### config.mk
export PLATFORM = sky130hd
export DESIGN_NAME = fix_acc_stage
export DESIGN_NICKNAME = d
export VERILOG_FILES = /design/src/rtl/fix_acc_stage.sv
export SDC_FILE = /design/constraint.sdc
export NUM_CORES = 1
export LEC_CHECK = 0
export ABC_AREA = 1
export BUFFER_PORTS_ARGS = -buffer_cell sky130_fd_sc_hd__buf_2
export CAP_MARGIN = 20
export CORE_ASPECT_RATIO = 1.25
export CORE_MARGIN = 5
export CORE_UTILIZATION = 50
export DETAILED_ROUTE_END_ITERATION = 8
export GPL_TIMING_DRIVEN = 0
export PLACE_DENSITY = 0.73
export SETUP_SLACK_MARGIN = 0.3
export SLEW_MARGIN = 5
export SYNTH_ARGS = -nofsm -noshare
export SYNTH_HDL_FRONTEND = slang
export SYNTH_SLANG_ARGS = --single-unit
### constraint.sdc
create_clock -name clk -period 3.51 [get_ports clk]
set_input_delay 0.351 -clock clk [delete_from_list [all_inputs] [get_ports clk]]
set_output_delay 0.351 -clock clk [all_outputs]
set_load 0.03 [all_outputs]
### src/rtl/fix_acc_stage.sv
// Saturating fixed-point accumulator for one CNN output pixel: bias + ACC_LEN
// product terms, saturated at every step, optional ReLU, valid/ready output.
module fix_acc_stage #(
    parameter int WIDTH   = 16,
    parameter int ACC_LEN = 25,
    parameter bit RELU    = 1'b1
) (
    input  logic             clk,
    input  logic             rst_n,
    input  logic             in_valid,
    output logic             in_ready,
    input  logic [WIDTH-1:0] in_data,
    input  logic [WIDTH-1:0] bias,
    output logic             out_valid,
    input  logic             out_ready,
    output logic [WIDTH-1:0] out_data,
    output logic             out_ovf
);

    localparam int CW = (ACC_LEN > 1) ? $clog2(ACC_LEN) : 1;
    localparam logic [CW-1:0]    LAST_CNT = CW'(ACC_LEN - 1);
    localparam logic [WIDTH-1:0] MAX_VAL  = {1'b0, {(WIDTH-1){1'b1}}};
    localparam logic [WIDTH-1:0] MIN_VAL  = {1'b1, {(WIDTH-1){1'b0}}};

    typedef enum logic {
        ST_ACC  = 1'b0,
        ST_HOLD = 1'b1
    } state_t;

    state_t           state_q, state_d;
    logic [CW-1:0]    cnt_q, cnt_d;
    logic [WIDTH-1:0] acc_q, acc_d;
    logic             ovf_q, ovf_d;
    logic [WIDTH-1:0] out_data_q, out_data_d;
    logic             out_ovf_q, out_ovf_d;

    logic             accept;
    logic             first;
    logic             last;
    logic [WIDTH-1:0] base;
    logic [WIDTH:0]   sum;
    logic             step_ovf;
    logic             group_ovf;
    logic [WIDTH-1:0] sat;

    assign in_ready  = (state_q == ST_ACC);
    assign out_valid = (state_q == ST_HOLD);
    assign out_data  = out_data_q;
    assign out_ovf   = out_ovf_q;

    // The first term of a group is added to the bias instead of the running sum,
    // so a group never inherits anything from the previous one.
    always_comb begin
        accept    = in_valid & in_ready;
        first     = (cnt_q == '0);
        last      = (cnt_q == LAST_CNT);
        base      = first ? bias : acc_q;
        sum       = {base[WIDTH-1], base} + {in_data[WIDTH-1], in_data};
        step_ovf  = sum[WIDTH] ^ sum[WIDTH-1];
        group_ovf = first ? step_ovf : (ovf_q | step_ovf);
        if (step_ovf) begin
            sat = sum[WIDTH] ? MIN_VAL : MAX_VAL;
        end else begin
            sat = sum[WIDTH-1:0];
        end
    end

    always_comb begin
        state_d    = state_q;
        cnt_d      = cnt_q;
        acc_d      = acc_q;
        ovf_d      = ovf_q;
        out_data_d = out_data_q;
        out_ovf_d  = out_ovf_q;
        case (state_q)
            ST_ACC: begin
                if (accept) begin
                    if (last) begin
                        out_data_d = (RELU && sat[WIDTH-1]) ? '0 : sat;
                        out_ovf_d  = group_ovf;
                        cnt_d      = '0;
                        acc_d      = '0;
                        ovf_d      = 1'b0;
                        state_d    = ST_HOLD;
                    end else begin
                        acc_d = sat;
                        ovf_d = group_ovf;
                        cnt_d = cnt_q + CW'(1);
                    end
                end
            end
            ST_HOLD: begin
                if (out_ready) begin
                    state_d = ST_ACC;
                end
            end
            default: state_d = ST_ACC;
        endcase
    end

    always_ff @(posedge clk or negedge rst_n) begin
        if (!rst_n) begin
            state_q    <= ST_ACC;
            cnt_q      <= '0;
            acc_q      <= '0;
            ovf_q      <= 1'b0;
            out_data_q <= '0;
            out_ovf_q  <= 1'b0;
        end else begin
            state_q    <= state_d;
            cnt_q      <= cnt_d;
            acc_q      <= acc_d;
            ovf_q      <= ovf_d;
            out_data_q <= out_data_d;
            out_ovf_q  <= out_ovf_d;
        end
    end

endmodule

# After elaboration in Yosys (flattened, before gate mapping)
# Index checks and enable logic that the tools add are counted.
# totals
out_inout_bits	19
latch_bits	0
ram_bits	0
register_bits	40
memories	0
wordCells	28
mem_bits_ro	0
input_bits	36
# op_classes
shifts	0
div	0
n_mux	12
bitwise	4
n_lt_le_gt_ge	0
mul	0
reduce_logical	3
eq_ne	1
n_addsub	2
# op_table
operator	n
$mux W16	4
$add A16 B16 Y17	1
$mux W15	1
$add A5 B1 Y5 const B	1
$eq A5 B5 Y1 const B	1
$logic_not A5 Y1	1
$mux W1	5
$mux W5	1
$reduce_and A3 Y1	1
$pmux W1 S2	1
$reduce_and A2 Y1	1
$and A1 B1 Y1	1
$not A1 Y1	1
$or A1 B1 Y1	1
$xor A1 B1 Y1	1

# Depth between registers and ports, before layout
# Gate-level depths: netlist of the first run.
# logic_depth
word_depth	7
depth_mapped	23
mapped_depth_nobuf	21

# Worst setup path after synthesis of the first run
# No wires, ideal clock.
# synth_path
path_kind	reg-to-reg
startpoint	register cnt_q[0]
endpoint	register acc_q[7]
required_ns	3.393
setup_slack_ns	0.468
stages_incl_launch_ff	23
setup_ns	0.117
n_path_buf	2
arrival_ns	2.926
period_less_slack_ns	3.042
path_cell_list	dfrtp_1 inv_1 ha_1 nand4_2 clkbuf_1 o21ai_0 inv_1 fa_1 inv_1 nand2_1 nand2_1 nand3_1 nand2_4 nand2_2 nand2_1 nand2_2 nand2_4 nand2_8 buf_12 nand2_4 nand2_2 nand2_1 nand2_1
# synth_via
elab_chain_cells	6
word_cells_on_any_way	8
cone_classes	1 x add/sub; 1 x eq/ne; 4 x mux; 1 x bitwise; 1 x reduce/logical
# synth_lines
item	line_no	rtl
start, declared	31	logic [CW-1:0] cnt_q, cnt_d;
start signal, assigned	111	cnt_q <= cnt_d;
$logic_not A5 Y1	55	first = (cnt_q == '0);
$mux W16	57	base = first ? bias : acc_q;
$add A16 B16 Y17	58	sum = {base[WIDTH-1], base} + {in_data[WIDTH-1], in_data};
$mux W16 / $xor A1 B1 Y1 (equally long branches)	62, 59	
$mux W16	61	if (step_ovf) begin
$mux W16 (*)	78	if (last) begin
end signal, assigned	105	acc_q <= '0;
end signal, assigned	112	acc_q <= acc_d;
end, declared	32	logic [WIDTH-1:0] acc_q, acc_d;
# Mark *: on every way between the ends. The rest lies on a longest branch, timed or not.
# A chain may end at the register's enable or synchronous reset.

# Final worst setup path of the first run
# layout_path
startpoint	register cnt_q[1]
endpoint	register out_data_q[11] (netlist: out_data[11])
# layout_via
elab_chain_cells	6
word_cells_on_any_way	9
cone_classes	1 x add/sub; 1 x eq/ne; 4 x mux; 1 x bitwise; 2 x reduce/logical
# layout_lines
item	line_no	rtl
$logic_not A5 Y1	55	
$mux W16	57	
$add A16 B16 Y17	58	
$mux W16 / $xor A1 B1 Y1 (equally long branches)	62, 59	
$mux W16	61	
$mux W15	79	out_data_d = (RELU && sat[WIDTH-1]) ? '0 : sat;
end signal, assigned	114	out_data_q <= out_data_d;
end, declared	34	logic [WIDTH-1:0] out_data_q, out_data_d;
# Parallel ways exist; a longest one is shown, timed or not.

==> results of run 1 <==
[routing by layer]
layer / vias up / share of wire / GRT usage
li1: 1417 / - / -
met3: 13 / 0.038 / 0.0186
met2: 71 / 0.51 / 0.344
met5: - / 0 / 0
met1: 1249 / 0.43 / 0.247
met4: 0 / 0.019 / 0.0675
[flip-flops by register name (all words and copies together), names as in the netlist]
name	count
out_valid	1
acc_q	16
out_data	15
ovf_q	1
out_ovf	1
cnt_q	5
[logic make-up after synthesis]
group,share of synthesized area
other cells,0.00125
buf+inv,0.0946
mux,0.0525
xor+xnor,0.0263
flops,0.325
simple gates,0.377
fa+ha+maj,0.0817
compound gates,0.0417
[path summary, 6_finish.rpt]
kind / slack, ns / cells past startpoint / from / endpoint
worst max-delay path: 0.50 / 22 / cnt_q[1] / out_data[11]
worst min-delay path: 0.17 / 1 / rst_n / acc_q[10]
worst max register to register: 0.50 / 22 / cnt_q[1] / out_data[11]
worst min register to register: 0.48 / 2 / out_data[0] / out_data[0]
max in group asynchronous: 2.80 / 1 / rst_n / acc_q[9]
min in group clk: 0.23 / 2 / out_ready / out_valid
[cell type report]
class | count | area, sq um
fill | 527 | 2210
multi-input combinational | 318 | 1870
sequential | 39 | 976
timing repair buffer | 55 | 280
inverter | 57 | 214
tap | 66 | 82.6
buffer | 9 | 80.1
clock buffer | 6 | 72.6
clock inverter | 1 | 30.0
[power by group]
group | leakage (nW) | total, mW | switching (mW) | internal (mW)
Sequential | 0.493 | 0.759 | 0.109 | 0.651
Clock | 0.0513 | 0.367 | 0.158 | 0.208
Combinational | 1.57 | 2.71 | 1.69 | 1.02
[layout by cell type, fill, tap and decap left out, types with 3 or more instances in the layout]
master    count
a21oi_1      12
a21oi_2       3
buf_2        54
buf_4         4
clkbuf_1      4
clkbuf_8      6
dfrtp_1      39
ha_1          8
ha_2          3
ha_4          7
inv_1        53
inv_2         4
mux2_2       14
nand2_1     183
nand2_2      14
nand2_4      10
nand3_1      18
nor2_1       14
nor3_1        3
o21ai_0       4
xnor2_1       3
xor2_1        6
[through the flow]
step	setup TNS, ns	instances	setup slack, ns
6_report	0	551	0.499
5_1_grt	0	551	0.326
4_1_cts	0	550	0.389
3_5_place_dp	-2.55	542	-0.131
3_3_place_gp	-0.894	542	-0.0674
2_1_floorplan	0	423	0.468
[timing repair]
item,4_1_cts,5_1_grt
gates resized for setup,5,19
hold buffers,0,0
pin swaps,1,3
buffers inserted,1,1
setup endpoints to repair,33,29
==> results.cfg, run 1 <==
[die]
dieArea_sq_um = 7660
row_count = 31
core_area_sq_um = 5820
pin_count = 55
chipHeight_um = 96.6
die_width_um = 79.3
initial_utilization = 0.516

[placement]
placed_area_sq_um = 3350
dpl.hpwl_um = 5680
gp_congestion = 0.885
portBuffers = 53

[setup_path]
crit_path_top_delay_cell = dfrtp_1
crit_fanout = 10
crit_type = reg2reg
start_kind = register
cp_cell_sequence = inv_1 > ha_4 > nand4_4 > mux2_2 > ha_2 > inv_1 > fa_1 > inv_1 > nand2_1 > nand2_2 > nand3_2 > nand2_4 > nand2_2 > nand2_1 > nand2_2 > nand2_4 > nand2_8 > buf_12 > nand2_4 > nand2_2 > nand2_1 > nand2_1
cpPeakStageDelay_ns = 0.41
crit_required_ns = 3.70
worstPathBufferInverterCount = 4
cp.arrival_ns = 3.20
critPathTopFamily = simple AND/OR/NAND/NOR gates
end_kind = register

[clocking]
root_buffer = clkbuf_8
clk_latency_ns = 0.29
max-clock-path-buffers = 2
clk_pin_slew_ns = 0.08
cts_buffers = 5
htree_levels = 2
clock-sinks = 39
cts_tree = done

[sta]
period_share = 0.858
finalMaxSlewViolations = 0
fmax_ghz = 0.332
skew_ns = 0.00806
worstMarginPinSlew_ns = 0.872
hold-worst-slack_ns = 0.173
setup_viol = 0
rsz0062_at_grt = no
fin_crit_ns = 3.01
relSlewSlack = 0.418
finalHoldViolCount = 0

[grt]
grt_max_degree = 40
grt_pass1_vias = 2768
grt-ovfl-total = 0
grt_pass1_wl_um = 12200
antenna_found_initial = 0
grt_usage = 0.196

[yosys]
synth-main-ff-cell = dfrtp_1
yosysTopAreaCell = dfrtp_1
yosys-top-cells-area = dfrtp_1 (33%), nand2_1 (23%), ha_1 (7.5%)
synth-async-reset-ratio = 1.00
yosysWarnings = 0
synth_cell_types = 32
yosysTopAreaCellShare = 0.325
syn_avg_cell_area_sq_um = 7.10
ys_ff_latch = 39
synthesis.nets = 478
synth_seq_area_share = 0.325
synth_area_sq_um = 3000
synth.cells.most_frequent = nand2_1 (185), inv_1 (53), dfrtp_1 (39), nand3_1 (19), ha_1 (18)
synth_edf_count = 0
yosysMostFrequentCell = nand2_1
syn_inst = 423

[finish]
syn2layout_area_growth_pct = 20.1
nets = 540
drive_gt1_frac = 0.270
final_util = 0.620
n_antenna_cell = 0
finalInstanceArea_sq_um = 3600

[drt]
antenna_left = 0
via_count = 2750
wl_per_cell_um = 13.3
drtIter0Drc = 136
drc = 0
drt-total-wl_um = 7320
drt_first_pass_iters = 4
vias_per_cell = 4.99

[min_path]
min_path_type = in2async

[power_and_ir_drop]
ir_drop_mv = 0.457
total_power_mw = 3.84
powerDensity_nw_per_um2 = 1060
leakage_nw = 2.11

[flow_run]
maxCapViolations = 0

[run_status]
status = complete, no violations
Power figures use the tool's default switching activity.
==> run 2, diff against run 1 <==
--- a/config.mk
+++ b/config.mk
@@ -8,7 +8,7 @@
 export ABC_AREA = 1
 export BUFFER_PORTS_ARGS = -buffer_cell sky130_fd_sc_hd__buf_2
 export CAP_MARGIN = 20
-export CORE_ASPECT_RATIO = 1.25
+export CORE_ASPECT_RATIO = 0.9
 export CORE_MARGIN = 5
 export CORE_UTILIZATION = 50
 export DETAILED_ROUTE_END_ITERATION = 8
==> run 2 against run 1 <==
Die area barely moved; sequential power barely moved; largest power group unchanged; fmax rose by 0.92%; design area fell by 0.76%.
==> results.cfg, run 2 (synthesized netlist as in run 1, its figures left out) <==
[run_status]
status = complete, no violations

[finish]
final_util = 0.621
fill_cells = 557
top_register = acc_q
multi_input_area_sq_um = 1820
layout_common_cells = nand2_1 (184), buf_2 (54), inv_1 (51), dfrtp_1 (39), nand3_1 (19)
nets = 540
largest_register_ffs = 16
final_common_cell = nand2_1
seq_area_sq_um = 976
drive_gt1_frac = 0.267
syn2layout_area_growth_pct = 19.2
n_antenna_cell = 0

[clocking]
clk_latency_ns = 0.30
max-clock-path-buffers = 2
clock-sinks = 39
root_buffer = clkbuf_8
htree_levels = 2
cts_tree = done
ctsHoldBuffers = 0
clk_pin_slew_ns = 0.08
cts_buffers = 5

[drt]
via_count = 2723
vias_per_cell = 4.90
drt_first_pass_iters = 4
drtIter0Drc = 148
drt-total-wl_um = 7250
drc = 0
wl_per_cell_um = 13.0
antenna_left = 0

[power_and_ir_drop]
powerDensity_nw_per_um2 = 1070
ir_drop_mv = 0.581
leakage_nw = 2.12

[sta]
finalMaxSlewViolations = 0
hold-worst-slack_ns = 0.149
fin_crit_ns = 2.98
setup_viol = 0
period_share = 0.850
finalHoldViolCount = 0
fmax_ghz = 0.335
skew_ns = 0.0125
worstMarginPinSlew_ns = 0.876
rsz0062_at_grt = no
relSlewSlack = 0.416

[die]
chipHeight_um = 83.5
dieArea_sq_um = 7650
initial_utilization = 0.521
row_count = 26
pin_count = 55
core_area_sq_um = 5760
die_width_um = 91.7

[setup_path]
r2r_start = cnt_q[1]
r2r-end = acc_q[10]
crit_required_ns = 3.69
cpPeakStageDelay_ns = 0.38
crit_path_top_delay_cell = dfrtp_1
crit_fanout = 10
cp_cell_sequence = inv_2 > ha_4 > nand4_4 > clkbuf_8 > mux2_2 > ha_2 > nand2_1 > nor2_2 > and3_1 > nand2_2 > nand2_1 > nand2_2 > nand2_4 > nand2_8 > buf_12 > nand2_4 > nand2_2 > nand2_1 > nand2_1
crit_top_cell = nand2_1
r2r_setup_slack_ns = 0.53
crit_type = reg2reg
r2r_cells = 19
end_kind = register
cp.arrival_ns = 3.16
start_kind = register

[placement]
portBuffers = 53
gp_congestion = 0.837
dpl.hpwl_um = 5560

[grt]
grt_pass1_wl_um = 12100
grt_max_degree = 40
grt_usage = 0.195
grt-ovfl-total = 0
antenna_found_initial = 0
grt_pass1_vias = 2674

[flow_run]
maxCapViolations = 0

[min_path]
min_path_type = in2async
## run 2: changes by cell type in the layout (fill, tap and decap cells not counted), sizes merged
cell | before | now
clkinv | 0 | 1
## run 2: how the worst max path moves through the flow
| stage | from | end | slack (ns) |
|---|---|---|---|
| after global placement | cnt_q[0] | out_data[7] | -0.20 |
| after floorplan | cnt_q[0] | acc_q[7] | 0.47 |
| after detailed placement | cnt_q[0] | out_data[7] | -0.32 |
| final | cnt_q[1] | acc_q[10] | 0.53 |
| after CTS | cnt_q[0] | out_data[7] | 0.37 |
| after global routing | cnt_q[0] | out_ovf | 0.31 |
## run 2: per-stage QoR
step	setup TNS, ns	instance area, sq um	total power [mW]	cells	setup WS [ns]
final	0	3580	3.81	556	0.527
after global routing	0	3580	4.18	556	0.313
after CTS	0	3510	3.73	556	0.371
after detailed placement	-8.10	3350	3.31	546	-0.320
after global placement	-4.28	3350	3.27	546	-0.195
after floorplan	0	3000	2.79	423	0.468
## run 2: worst max-delay path, delay by kind of cell, from the launching register on
| kind | cells | cell delay, ns |
|---|---|---|
| muxes | 1 | 0.35 |
| buffers and inverters | 3 | 0.42 |
| DFF | 1 | 0.38 |
| and+or+nand+nor | 13 | 1.16 |
| adders and majority gates | 2 | 0.54 |
## run 2: area by class of cell
cell class / count / share of cell area
buffer: 9 / 0.0224
clock buffer: 6 / 0.0231
clock inverter: 2 / 0.00979
inverter: 57 / 0.0598
multi-input combinational: 318 / 0.509
sequential: 39 / 0.273
tap: 70 / 0.0245
timing repair buffer: 55 / 0.0783
## run 2: report_power, final
group          total (mW)  internal [mW]  leakage (nW)  switching (mW)
logic                2.67          0.994          1.56            1.67
registers           0.757          0.651         0.493           0.106
clock network       0.389          0.230        0.0612           0.159
total                3.81           1.88          2.12            1.94
## run 2: what timing repair did
action                                  CTS  global route
setup buffers                             2             0
pin swaps                                 1             1
gates resized for setup                   6            16
endpoints found under the setup margin   33            32
## run 2: metal layers
layer,GRT usage,vias up,part of all wire
met4,0.0466,0,0.011
li1,-,1424,-
met5,0,-,0
met2,0.316,66,0.47
met3,0.0388,7,0.055
met1,0.266,1226,0.46
==> run 3, diff against run 2 <==
==> constraint.sdc (replaced) <==
create_clock -name clk -period 3.1 [get_ports clk]
set_input_delay 0.31 -clock clk [delete_from_list [all_inputs] [get_ports clk]]
set_output_delay 0.31 -clock clk [all_outputs]
set_load 0.03 [all_outputs]
==> run 3 against run 2 <==
Die area stayed put; sequential power increased by 15%; largest cell class unchanged; largest power group unchanged; register-to-register slack worse by 0.40 ns; combinational power is 61% higher; highest routed layer unchanged.
==> results.cfg, run 3 (synthesized netlist as in run 1, its figures left out) <==
[drt]
antenna_left = 0
drc = 0
drtIter0Drc = 174
drt-total-wl_um = 9030
via_count = 3049
drt_first_pass_iters = 4
vias_per_cell = 5.15
wl_per_cell_um = 15.3

[min_path]
min_path_type = in2async

[power_and_ir_drop]
powerDensity_nw_per_um2 = 1280
ir_drop_mv = 0.941
total_power_mw = 5.52
leakage_nw = 2.43

[placement]
gp_congestion = 0.841
portBuffers = 53
dpl.hpwl_um = 5620
placed_area_sq_um = 3380

[finish]
multi_input_area_sq_um = 2210
nets = 576
n_antenna_cell = 0
layout_common_cells = nand2_1 (143), buf_2 (54), inv_1 (49), nand2_2 (44), dfrtp_1 (39)
final_common_cell = nand2_1
top_register = acc_q
finalInstanceArea_sq_um = 4310
fill_cells = 408
final_util = 0.748
largest_register_ffs = 16
syn2layout_area_growth_pct = 43.6
drive_gt1_frac = 0.437
seq_area_sq_um = 976

[sta]
worstMarginPinSlew_ns = 0.842
hold-worst-slack_ns = 0.105
setup_viol = 0
fmax_ghz = 0.337
skew_ns = 0.00606
fin_setup_tns_ns = 0
relSlewSlack = 0.438
finalMaxSlewViolations = 0
rsz0062_at_grt = yes
fin_crit_ns = 2.97
period_share = 0.958
finalHoldViolCount = 0

[grt]
antenna_found_initial = 0
grt-ovfl-total = 0
grt_max_degree = 40
grt_pass1_vias = 3001
grt_usage = 0.224
grt_pass1_wl_um = 13800

[setup_path]
path_depth = 17
r2r_cells = 17
crit_fanout = 8
cp.arrival_ns = 3.16
critPathTopFamily = simple AND/OR/NAND/NOR gates
crit_path_top_delay_cell = dfrtp_1
end_kind = register
cpPeakStageDelay_ns = 0.41
worstPathBufferInverterCount = 3
cp_cell_sequence = inv_2 > ha_4 > nand4_4 > clkbuf_16 > mux2_4 > ha_4 > a21oi_4 > nand2_2 > a21oi_4 > nand2_4 > nand2_1 > nand2_2 > nand2_4 > clkbuf_16 > nand2_2 > nand2_1 > nand2_1
crit_type = reg2reg
start_kind = register
crit_required_ns = 3.29

[clocking]
root_buffer = clkbuf_8
clk_latency_ns = 0.30
ctsHoldBuffers = 0
max-clock-path-buffers = 2
clk_pin_slew_ns = 0.08
cts_tree = done
htree_levels = 2
cts_buffers = 5
clock-sinks = 39

[die]
pin_count = 55
chipHeight_um = 83.5
dieArea_sq_um = 7650
row_count = 26
core_area_sq_um = 5760
die_width_um = 91.7
initial_utilization = 0.521

[run_status]
status = complete, no violations

[flow_run]
maxCapViolations = 0
## run 3: path summary, 6_finish.rpt
path | endpoint | slack [ns] | startpoint
min reg2reg | out_ovf | 0.48 | out_ovf
min in group clk | out_valid | 0.18 | out_ready
max | acc_q[11] | 0.13 | cnt_q[0]
max reg2reg | acc_q[11] | 0.13 | cnt_q[0]
min | acc_q[4] | 0.10 | rst_n
max in group asynchronous | out_data[12] | 2.46 | rst_n
## run 3: cell type report
type	instances	area share
Timing Repair Buffer	91	0.147
Multi-Input combinational cell	318	0.513
Buffer	9	0.0232
Sequential cell	39	0.226
Tap cell	70	0.0203
Inverter	57	0.0502
Clock inverter	3	0.00348
Clock buffer	5	0.0160
## run 3: what timing repair did
action                     CTS  global route
gates resized for setup     76            39
buffers inserted            20            14
setup endpoints to repair   33            32
pin swaps                   30            27
cloned                       3             1
## run 3: per-layer routing
layer / GRT usage / up-vias / wire [um]
li1: - / 1494 / -
met5: 0 / - / 0
met2: 0.378 / 106 / 4510
met1: 0.284 / 1415 / 3690
met4: 0.0904 / 0 / 334
met3: 0.0361 / 34 / 494
## run 3: metrics by stage
stage | setup slack [ns] | cells
after detailed placement | -0.108 | 546
final | 0.130 | 592
after floorplan | 0.302 | 423
after CTS | 0.258 | 577
after global routing | -0.0321 | 592
after global placement | -0.0776 | 546
## run 3: power breakdown
group | internal, mW | leakage (nW) | switching (mW)
Clock | 0.154 | 0.0477 | 0.190
Combinational | 1.86 | 1.89 | 2.44
Sequential | 0.737 | 0.493 | 0.135
Total | 2.75 | 2.43 | 2.76
